$ cat config.mk
export PLATFORM = sky130hd
export DESIGN_NAME = cpu_csr_axi_master
export DESIGN_NICKNAME = d
export VERILOG_FILES = /design/src/rtl/cpu_csr_axi_master.sv
export SDC_FILE = /design/constraint.sdc
export NUM_CORES = 1
export LEC_CHECK = 0
export ABC_AREA = 1
export BUFFER_PORTS_ARGS = -buffer_cell sky130_fd_sc_hd__buf_2
export CORE_AREA = 2 2 119 121
export DETAILED_ROUTE_END_ITERATION = 10
export DIE_AREA = 0 0 121 123
export PLACE_DENSITY = 0.74
export SYNTH_ARGS = -nofsm -noshare
export SYNTH_HDL_FRONTEND = slang
export SYNTH_SLANG_ARGS = --single-unit
export TNS_END_PERCENT = 5
$ cat constraint.sdc
create_clock -name s_aclk -period 3.37 [get_ports s_aclk]
set_input_delay 0.5055 -clock s_aclk [delete_from_list [all_inputs] [get_ports s_aclk]]
set_output_delay 0.5055 -clock s_aclk [all_outputs]
set_load 0.01 [all_outputs]
$ cat src/rtl/cpu_csr_axi_master.sv
`default_nettype none
// ============================================================================
//  Module   : cpu_csr_axi_master
//  Purpose  : Bridges a simple CPU CSR command/response port onto a
//             single-beat AXI4 master. One transaction in flight at a time,
//             with alignment check, ID/LAST check and response timeout.
//  Revision : 1.0  initial release
// ============================================================================
module cpu_csr_axi_master #(
    parameter int TIMEOUT_CYCLES = 256
) (
    input  logic        s_aclk,
    input  logic        s_areset,
    // CPU command port
    input  logic        cmd_valid,
    output logic        cmd_ready,
    input  logic        cmd_write,
    input  logic [3:0]  cmd_id,
    input  logic [31:0] cmd_addr,
    input  logic [31:0] cmd_wdata,
    input  logic [3:0]  cmd_wstrb,
    // CPU response port
    output logic        rsp_valid,
    input  logic        rsp_ready,
    output logic [31:0] rsp_rdata,
    output logic [1:0]  rsp_resp,
    output logic [3:0]  rsp_id,
    output logic [2:0]  rsp_err,
    // AXI write address
    output logic [3:0]  m_axi_awid,
    output logic [31:0] m_axi_awaddr,
    output logic [7:0]  m_axi_awlen,
    output logic [2:0]  m_axi_awsize,
    output logic [1:0]  m_axi_awburst,
    output logic        m_axi_awvalid,
    input  logic        m_axi_awready,
    // AXI write data
    output logic [31:0] m_axi_wdata,
    output logic [3:0]  m_axi_wstrb,
    output logic        m_axi_wlast,
    output logic        m_axi_wvalid,
    input  logic        m_axi_wready,
    // AXI write response
    input  logic [3:0]  m_axi_bid,
    input  logic [1:0]  m_axi_bresp,
    input  logic        m_axi_bvalid,
    output logic        m_axi_bready,
    // AXI read address
    output logic [3:0]  m_axi_arid,
    output logic [31:0] m_axi_araddr,
    output logic [7:0]  m_axi_arlen,
    output logic [2:0]  m_axi_arsize,
    output logic [1:0]  m_axi_arburst,
    output logic        m_axi_arvalid,
    input  logic        m_axi_arready,
    // AXI read data
    input  logic [3:0]  m_axi_rid,
    input  logic [31:0] m_axi_rdata,
    input  logic [1:0]  m_axi_rresp,
    input  logic        m_axi_rlast,
    input  logic        m_axi_rvalid,
    output logic        m_axi_rready
);

    localparam logic [2:0] c_IDLE    = 3'd0;
    localparam logic [2:0] c_WR      = 3'd1;
    localparam logic [2:0] c_WR_RESP = 3'd2;
    localparam logic [2:0] c_RD_ADDR = 3'd3;
    localparam logic [2:0] c_RD_DATA = 3'd4;
    localparam logic [2:0] c_RSP     = 3'd5;
    localparam logic [2:0] c_DRAIN   = 3'd6;

    // Counter only needs to span 0 .. TIMEOUT_CYCLES-1; the terminal value
    // is checked before the increment that would reach TIMEOUT_CYCLES.
    localparam int c_CNT_W = (TIMEOUT_CYCLES > 1) ? $clog2(TIMEOUT_CYCLES) : 1;
    localparam logic [c_CNT_W-1:0] c_CNT_LAST =
        c_CNT_W'((TIMEOUT_CYCLES > 0) ? TIMEOUT_CYCLES - 1 : 0);

    logic [2:0]         r_state;
    logic               r_write;
    logic [3:0]         r_id;
    logic [31:0]        r_addr;
    logic [31:0]        r_wdata;
    logic [3:0]         r_wstrb;
    logic               r_awvalid;
    logic               r_wvalid;
    logic               r_timed_out;
    logic [c_CNT_W-1:0] r_cnt;
    logic [31:0]        r_rsp_rdata;
    logic [1:0]         r_rsp_resp;
    logic [2:0]         r_rsp_err;

    logic w_cmd_fire;
    logic w_aw_done;
    logic w_w_done;
    logic w_timeout;

    assign cmd_ready  = (r_state == c_IDLE) && !s_areset;
    assign w_cmd_fire = cmd_valid && cmd_ready;

    // A channel is finished once its valid is already low or handshakes now.
    assign w_aw_done  = !r_awvalid || m_axi_awready;
    assign w_w_done   = !r_wvalid  || m_axi_wready;
    assign w_timeout  = (TIMEOUT_CYCLES != 0) && (r_cnt == c_CNT_LAST);

    // Fixed single-beat, 4-byte, INCR attributes on both address channels.
    assign m_axi_awid    = r_id;
    assign m_axi_awaddr  = r_addr;
    assign m_axi_awlen   = 8'd0;
    assign m_axi_awsize  = 3'd2;
    assign m_axi_awburst = 2'b01;
    assign m_axi_awvalid = r_awvalid;
    assign m_axi_wdata   = r_wdata;
    assign m_axi_wstrb   = r_wstrb;
    assign m_axi_wlast   = 1'b1;
    assign m_axi_wvalid  = r_wvalid;
    assign m_axi_arid    = r_id;
    assign m_axi_araddr  = r_addr;
    assign m_axi_arlen   = 8'd0;
    assign m_axi_arsize  = 3'd2;
    assign m_axi_arburst = 2'b01;
    assign m_axi_arvalid = (r_state == c_RD_ADDR);
    // DRAIN keeps the ready of whichever channel timed out, to swallow the late beat.
    assign m_axi_bready  = (r_state == c_WR_RESP) || ((r_state == c_DRAIN) &&  r_write);
    assign m_axi_rready  = (r_state == c_RD_DATA) || ((r_state == c_DRAIN) && !r_write);

    assign rsp_valid = (r_state == c_RSP);
    assign rsp_rdata = r_rsp_rdata;
    assign rsp_resp  = r_rsp_resp;
    assign rsp_id    = r_id;
    assign rsp_err   = r_rsp_err;

    // Transaction sequencer: command capture, AXI handshakes, response and timeout.
    always_ff @(posedge s_aclk) begin
        if (s_areset) begin
            r_state     <= c_IDLE;
            r_write     <= 1'b0;
            r_id        <= 4'd0;
            r_addr      <= 32'd0;
            r_wdata     <= 32'd0;
            r_wstrb     <= 4'd0;
            r_awvalid   <= 1'b0;
            r_wvalid    <= 1'b0;
            r_timed_out <= 1'b0;
            r_cnt       <= '0;
            r_rsp_rdata <= 32'd0;
            r_rsp_resp  <= 2'b00;
            r_rsp_err   <= 3'b000;
        end else begin
            case (r_state)
                c_IDLE: begin
                    if (w_cmd_fire) begin
                        r_write     <= cmd_write;
                        r_id        <= cmd_id;
                        r_addr      <= cmd_addr;
                        r_wdata     <= cmd_wdata;
                        r_wstrb     <= cmd_wstrb;
                        r_timed_out <= 1'b0;
                        r_rsp_rdata <= 32'd0;
                        r_rsp_resp  <= 2'b00;
                        r_rsp_err   <= 3'b000;
                        if (cmd_addr[1:0] != 2'b00) begin
                            // Misaligned: answer SLVERR locally, never touch the bus.
                            r_rsp_resp <= 2'b10;
                            r_rsp_err  <= 3'b001;
                            r_state    <= c_RSP;
                        end else if (cmd_write) begin
                            r_awvalid <= 1'b1;
                            r_wvalid  <= 1'b1;
                            r_state   <= c_WR;
                        end else begin
                            r_state <= c_RD_ADDR;
                        end
                    end
                end
                c_WR: begin
                    if (m_axi_awready) begin
                        r_awvalid <= 1'b0;
                    end
                    if (m_axi_wready) begin
                        r_wvalid <= 1'b0;
                    end
                    if (w_aw_done && w_w_done) begin
                        r_cnt   <= '0;
                        r_state <= c_WR_RESP;
                    end
                end
                c_WR_RESP: begin
                    if (m_axi_bvalid) begin
                        r_rsp_resp <= m_axi_bresp;
                        r_rsp_err  <= {1'b0, (m_axi_bid != r_id), 1'b0};
                        r_state    <= c_RSP;
                    end else if (w_timeout) begin
                        r_rsp_resp  <= 2'b11;
                        r_rsp_err   <= 3'b100;
                        r_timed_out <= 1'b1;
                        r_state     <= c_RSP;
                    end else begin
                        r_cnt <= r_cnt + c_CNT_W'(1);
                    end
                end
                c_RD_ADDR: begin
                    if (m_axi_arready) begin
                        r_cnt   <= '0;
                        r_state <= c_RD_DATA;
                    end
                end
                c_RD_DATA: begin
                    if (m_axi_rvalid) begin
                        r_rsp_rdata <= m_axi_rdata;
                        r_rsp_resp  <= m_axi_rresp;
                        r_rsp_err   <= {1'b0, (m_axi_rid != r_id) || !m_axi_rlast, 1'b0};
                        r_state     <= c_RSP;
                    end else if (w_timeout) begin
                        r_rsp_resp  <= 2'b11;
                        r_rsp_err   <= 3'b100;
                        r_timed_out <= 1'b1;
                        r_state     <= c_RSP;
                    end else begin
                        r_cnt <= r_cnt + c_CNT_W'(1);
                    end
                end
                c_RSP: begin
                    if (rsp_ready) begin
                        r_state <= r_timed_out ? c_DRAIN : c_IDLE;
                    end
                end
                c_DRAIN: begin
                    if (r_write ? m_axi_bvalid : m_axi_rvalid) begin
                        r_state <= c_IDLE;
                    end
                end
                default: begin
                    r_state <= c_IDLE;
                end
            endcase
        end
    end

endmodule
`default_nettype wire

==> results of run 1 <==
## cell type report
type | count | area, um2
inverter | 38 | 143
tap | 180 | 225
clock inverter | 11 | 178
timing repair buffer | 287 | 1460
sequential | 124 | 2480
clock buffer | 21 | 470
fill | 1324 | 6230
multi-input combinational | 545 | 2420
## state kept, by name, summed over array words and instances (netlist names)
name,cells
rsp_err,3
m_axi_wdata,32
r_state,3
m_axi_awvalid,1
r_write,1
r_timed_out,1
r_cnt,8
m_axi_wstrb,4
m_axi_arid,4
rsp_resp,2
m_axi_araddr,32
m_axi_wvalid,1
rsp_rdata,32
## kinds of logic after synthesis
group                    synth area share, %
AND/OR/NAND/NOR                         31.7
buffers and inverters                   15.2
flip-flops                              43.8
AO/OA/AOI/OAI                           7.58
XOR/XNOR                                1.39
other                                  0.133
adder cells (fa/ha/maj)                0.221
## critical path: cells and delay by family, from the launching register on
family | cells | cell delay (ns)
AO/OA/AOI/OAI | 1 | 0.17
buffers and inverters | 1 | 0.50
flip-flops | 1 | 0.58
AND/OR/NAND/NOR | 6 | 0.88
## per-stage QoR
| stage | area [um2] | setup slack, ns | utilization [%] | hold slack, ns |
|---|---|---|---|---|
| finish | 7380 | 1.17 | 54.2 | 0.285 |
| CTS | 7380 | 1.15 | 54.2 | 0.268 |
| global route | 7380 | 0.907 | 54.2 | 0.281 |
| detailed placement | 6730 | 1.16 | 49.4 | 0.431 |
| floorplan | 5760 | 1.89 | - | 0.437 |
| global placement | 6730 | 1.23 | 49.4 | 0.433 |
## metal layers
layer	vias to the layer above	routed length, um
li1	2881	-
met1	2527	6910
met2	245	8020
met3	22	1320
met4	2	265
met5	-	17
## cell usage in the layout, fill, tap and decap left out, drive strengths merged
| master | instances |
|---|---|
| buf | 287 |
| clkinvlp | 3 |
| xnor2 | 3 |
| nand3 | 119 |
| nor2 | 53 |
| ha | 1 |
| nand3b | 1 |
| a21oi | 57 |
| conb | 27 |
| o211ai | 2 |
| dfxtp | 124 |
| clkbuf | 21 |
| nand2 | 251 |
| xor2 | 6 |
| bufinv | 4 |
| inv | 42 |
| o21ai | 25 |
## where the power goes
| group | internal (W) | switching [W] | leakage, nW |
|---|---|---|---|
| Combinational | 0.000724 | 0.00139 | 2.70 |
| Sequential | 0.00179 | 0.000255 | 1.01 |
| Clock | 0.00131 | 0.000677 | 0.307 |
| Total | 0.00382 | 0.00232 | 4.03 |
## path summary, 6_finish.rpt
path,startpoint,endpoint,slack (ns),depth (start not counted)
setup / recovery,r_state[1]$_SDFFE_PP0P_,rsp_rdata[24]$_SDFFE_PP0P_,1.17,8
hold / removal,cmd_addr[12],m_axi_araddr[12]$_SDFFE_PP0P_,0.28,3
setup reg to reg,r_state[1]$_SDFFE_PP0P_,rsp_rdata[24]$_SDFFE_PP0P_,1.17,8
hold reg to reg,rsp_err[2]$_SDFFE_PP0P_,rsp_err[2]$_SDFFE_PP0P_,0.44,2
==> summary.txt, run 1 <==
Floorplanning
  – Rows: 43
  – Initial Utilization: a little over two fifths
  – Die area: approximately 15000 um2
  – Core box area: about 14000 um2
  – I/O Pins: 310
  – DIE WIDTH: 121 um
  – Die Ht: ~120 um

Setup path
  – Critical path class: flop to flop
  – Cell repeated most along the worst path: nand2_4
  – Crit-path slowest cell: dfxtp_1
  – Crit-path max cell delay: 0.58 ns
  – Worst EP required: 3.70 ns
  – Crit-path cells: nor2_8 -> nand2_2 -> nor2_4 -> nand2_4 -> nand2_4 -> inv_2 -> nand2_1 -> a21oi_1
  – Worst EP arrival: roughly 2.5 ns
  – Critical path capture point type: flop
  – Critical Path Start Type: flop
  – CP Max Fanout: 33

STA
  – Hold Vio Cnt, Final: 0
  – Setup TNS: 0 ns
  – Setup violators final: 0
  – Worst slew pin tran: around 0.94 ns
  – Min Clock Period, post-route: 2.20 ns
  – RSZ-0062 raised after global routing: false
  – Final Skew: about 0.011 ns
  – Crit share post-route: between 60% and 70%
  – Slew Limit Fails: 0
  – Slew headroom: between 30% and 40%
  – Fmax: 0.455 GHz

Routing
  – First-pass iteration count of the detailed router: 5
  – Post-DR wirelength/cell: 13.7 um
  – Post-Route WL: 16500 um
  – Post-DRT Antenna Nets: 0
  – DRT iter0 DRCs: between 300 and 400
  – Vias: about 5700
  – Drc violations: 0
  – Routed vias/inst: about 4.7

CTS
  – Postcts setup bufs: 0
  – Clock Root Buffer: clkbuf_16
  – Worst-Skew Late Latency: around 0.4 ns
  – TritonCTS Buffers: 17
  – Clk sinks: about 120
  – Hold-fix buffers at CTS: 0
  – PostCTS Resize Cnt: 0
  – CTS tree: built
  – CTS max path bufs: 2
  – Clock-pin slew on the worst setup and hold paths: about 0.06 ns
  – H-tree depth: 4

Placed design
  – Post-DP HPWL: around 12000 um
  – Cell count after placement: ~1200
  – PortBufs: between 200 and 300
  – RD Place Congestion: 0.993

GRT
  – Met1 GRT Util: 27.2%
  – Total grt overflow: 0
  – Initial antenna violation count: 1
  – First-pass GRT wire length: ~25000 um
  – Tot GR Track Use: about 22%
  – Grt met3 use: roughly 6%
  – Largest net degree at the start of global routing: 59
  – Busiest grt layer: met2
  – Vias in the first global route: between 5000 and 6000
  – GRT met2 Usage: a little over a third

Layout
  – Layout area overhead: 30.2%
  – Number of diodes: 0
  – Net count reported at finish: roughly 1100
  – Layout cells sized above 1: approximately a third
  – Final std cells w/o fill: 1206

Yosys
  – Synth Cell Area: between 5000 and 6000 um2
  – Ys async rst share: 0%
  – Synth top area share: 43.8%
  – Largest cells by area after synthesis: dfxtp_1 (44%), nand2_1 (16%), nand3_1 (11%), buf_4 (9.4%), a21oi_1 (5.0%)
  – #FFs+latches synth: between 100 and 150
  – Number of synthesized flops with an enable pin: 0
  – Area leader, netlist: dfxtp_1
  – Synth Instances: a little under 800
  – Distinct cells, synth: 25
  – Count leader, synth: nand2_1
  – Synth Flop Type: dfxtp_1
  – Register area share after synthesis: a little over two fifths
  – Mean post-synth cell area: between 7 and 8 um2
  – Post-synth top cells: nand2_1 (246), dfxtp_1 (124), nand3_1 (119)
  – Yosys Warn Count: 0

Outcome
  – Status: finished, final reports clean

Worst hold path
  – Hold Path Class: input port to flop

Power
  – Tot Pwr: between 0.006 and 0.007 W
  – Max VDD drop: ~0.38 mV
  – Static leakage: 4.03 nW
  – Pwr dens: between 800 and 900 nW/um2

Run
  – Total of max-cap violations: 0
Note: power is estimated with default switching activity, not from simulation.
==> run 2, diff against run 1 <==
==> constraint.sdc (replaced) <==
create_clock -name s_aclk -period 2.2 [get_ports s_aclk]
set_input_delay 0.33 -clock s_aclk [delete_from_list [all_inputs] [get_ports s_aclk]]
set_output_delay 0.33 -clock s_aclk [all_outputs]
set_load 0.01 [all_outputs]
==> summary.txt, run 2 (synthesis results as in run 1) <==
Outcome
  – Status: finished, final reports clean

Power
  – Pwr dens: 1220 nW/um2 (+47%)
  – Max VDD drop: 0.571 mV (+49%)
  – Clk pwr share: 28.0% (-4.3 points)
  – Sequential share of power: 34.8% (+1.5 points)
  – Switching share of power: 39.2% (+1.4 points)
  – Psw: 0.00350 W (+51%)
  – Comb pwr share: 37.2% (+2.8 points)
  – Power Internal: 0.00542 W (+42%)
  – Static leakage: 3.99 nW (-0.85%)

GRT
  – Tot GR Track Use: 21.0% (-0.56 points)
  – First-pass GRT wire length: 24600 um (-2.8%)
  – Largest net degree at the start of global routing: 92 (+56%)
  – Vias in the first global route: 4963 (-1.5%)
  – Initial antenna violation count: 1 (unchanged)
  – Met1 GRT Util: 25.5% (-1.7 points)
  – Busiest grt layer: met2
  – GRT met2 Usage: 35.6% (+0.11 points)
  – Grt met3 use: 6.27% (+0.28 points)
  – Total grt overflow: 0 (unchanged)

Routing
  – Drc violations: 0 (unchanged)
  – Post-DR wirelength/cell: 13.5 um (-1.4%)
  – Routed vias/inst: 4.68 (-0.52%)
  – Vias: 5652 (-0.44%)
  – DRT iter0 DRCs: 386 (+4.3%)
  – Post-Route WL: 16300 um (-1.3%)
  – Post-DRT Antenna Nets: 0 (unchanged)
  – First-pass iteration count of the detailed router: 5 (unchanged)

Setup path
  – Critical path class: flop to output port
  – Critical Path Start Type: flop
  – Critical path capture point type: output port
  – Worst EP required: 1.87 ns (-1.83 ns)
  – CP Max Fanout: 10 (-70%)
  – Worst EP arrival: 1.62 ns (-0.91 ns)

CTS
  – TritonCTS Buffers: 17 (unchanged)
  – CTS tree: built
  – PostCTS Resize Cnt: 0 (unchanged)
  – Hold-fix buffers at CTS: 0 (unchanged)
  – Clk sinks: 124 (unchanged)
  – H-tree depth: 4 (unchanged)
  – Clock Root Buffer: clkbuf_16
  – Clock-pin slew on the worst setup and hold paths: 0.06 ns (about the same)
  – Worst-Skew Late Latency: 0.40 ns (about the same)
  – CTS max path bufs: 2 (unchanged)
  – Postcts setup bufs: 0 (unchanged)

Layout
  – Most frequent cells in the layout: buf_2 (282), nand2_1 (246), dfxtp_1 (124)
  – Layout area overhead: 28.7%
  – Layout cells sized above 1: 32.4% (unchanged)
  – Net count reported at finish: 1146 (+0.44%)
  – Commonest non-fill, non-tap cell in the layout: buf_2

Worst hold path
  – Hold Path Class: input port to flop

STA
  – Setup violators final: 0 (unchanged)
  – Hold Vio Cnt, Final: 0 (unchanged)
  – Min Clock Period, post-route: roughly 1.9 ns
  – Worst hold slack: 0.112 ns (-0.173 ns)
  – Crit share post-route: around nine tenths
  – Slew headroom: 63.7% (+26 points)
  – Slew Limit Fails: 0 (unchanged)
  – Fmax: a little over 0.5 GHz
  – Setup TNS: 0 ns (unchanged)
  – RSZ-0062 raised after global routing: false
  – Final Skew: 0.00781 ns (-0.00276 ns)
  – Worst slew pin tran: 0.545 ns (-0.390 ns)

Floorplanning
  – Core box area: 13600 um2 (unchanged)
  – Rows: 43 (unchanged)
  – Die area: 14900 um2 (unchanged)
  – I/O Pins: 310 (unchanged)
  – DIE WIDTH: 121 um (unchanged)
  – Initial Utilization: 41.6% (unchanged)
  – Die Ht: 123 um (unchanged)

Placed design
  – PortBufs: 282 (unchanged)
  – RD Place Congestion: 0.902 (-9.2%)
  – Post-DP HPWL: 11900 um (-0.99%)

Run
  – Total of max-cap violations: 0 (unchanged)
## run 2: cell count changes in the layout (fill, tap and decap cells not counted)
cell and change:
diode_2 +1, buf_4 +5, bufinv_16 -4, clkinv_4 +2, inv_6 -4, clkbuf_8 +1
## run 2: per-layer routing
layer  vias to the layer above  wire length, um  part of all wire (%)
met2                       242             8060                    49
met1                      2504             6720                    41
li1                       2884                -                     -
met5                         -                0                     0
met4                         0              296                   1.8
met3                        22             1260                   7.7
## run 2: final cells by class
cell class | instances | area (um2)
antenna | 1 | 2.50
clock buffer | 22 | 484
clock inverter | 5 | 40.0
fill | 1357 | 6320
inverter | 38 | 143
multi-input combinational | 545 | 2420
sequential | 124 | 2480
tap | 180 | 225
timing repair buffer | 292 | 1500
## run 2: power by group through the flow
stage	Sequential (W)	Combinational, W	Clock [W]
finish	0.00310	0.00332	0.00249
global route	0.00317	0.00368	0.00266
CTS	0.00311	0.00335	0.00255
detailed placement	0.00315	0.00334	0
global placement	0.00314	0.00330	0
floorplan	0.00326	0.00225	0
## run 2: critical path, stage by stage, from the launching register on
cell and delay (ns):
dfxtp_1 0.59, nand2_1 0.10, nor2_1 0.24, nand2_1 0.08, nand2_1 0.08, buf_2 0.13
## run 2: metrics by stage
step / setup WS (ns) / total power (W) / cells / util, % / instance area, um2
global placement: 0.430 / 0.00644 / 1179 / 49.7 / 6770
CTS: 0.251 / 0.00900 / 1206 / 53.6 / 7290
finish: 0.250 / 0.00892 / 1207 / 53.6 / 7290
global route: 0.139 / 0.00951 / 1207 / 53.6 / 7290
floorplan: 0.783 / 0.00552 / 815 / - / 5760
detailed placement: 0.348 / 0.00648 / 1179 / 49.7 / 6770
## run 2: worst paths after layout
kind | start | endpoint | slack [ns] | depth (start not counted)
worst max-delay path | r_state[1]$_SDFFE_PP0P_ | m_axi_rready | 0.25 | 5
worst min-delay path | cmd_addr[14] | m_axi_araddr[14]$_SDFFE_PP0P_ | 0.11 | 3
worst max register to register | r_state[1]$_SDFFE_PP0P_ | m_axi_arid[1]$_SDFFE_PP0P_ | 0.36 | 7
worst min register to register | rsp_err[2]$_SDFFE_PP0P_ | rsp_err[2]$_SDFFE_PP0P_ | 0.45 | 2
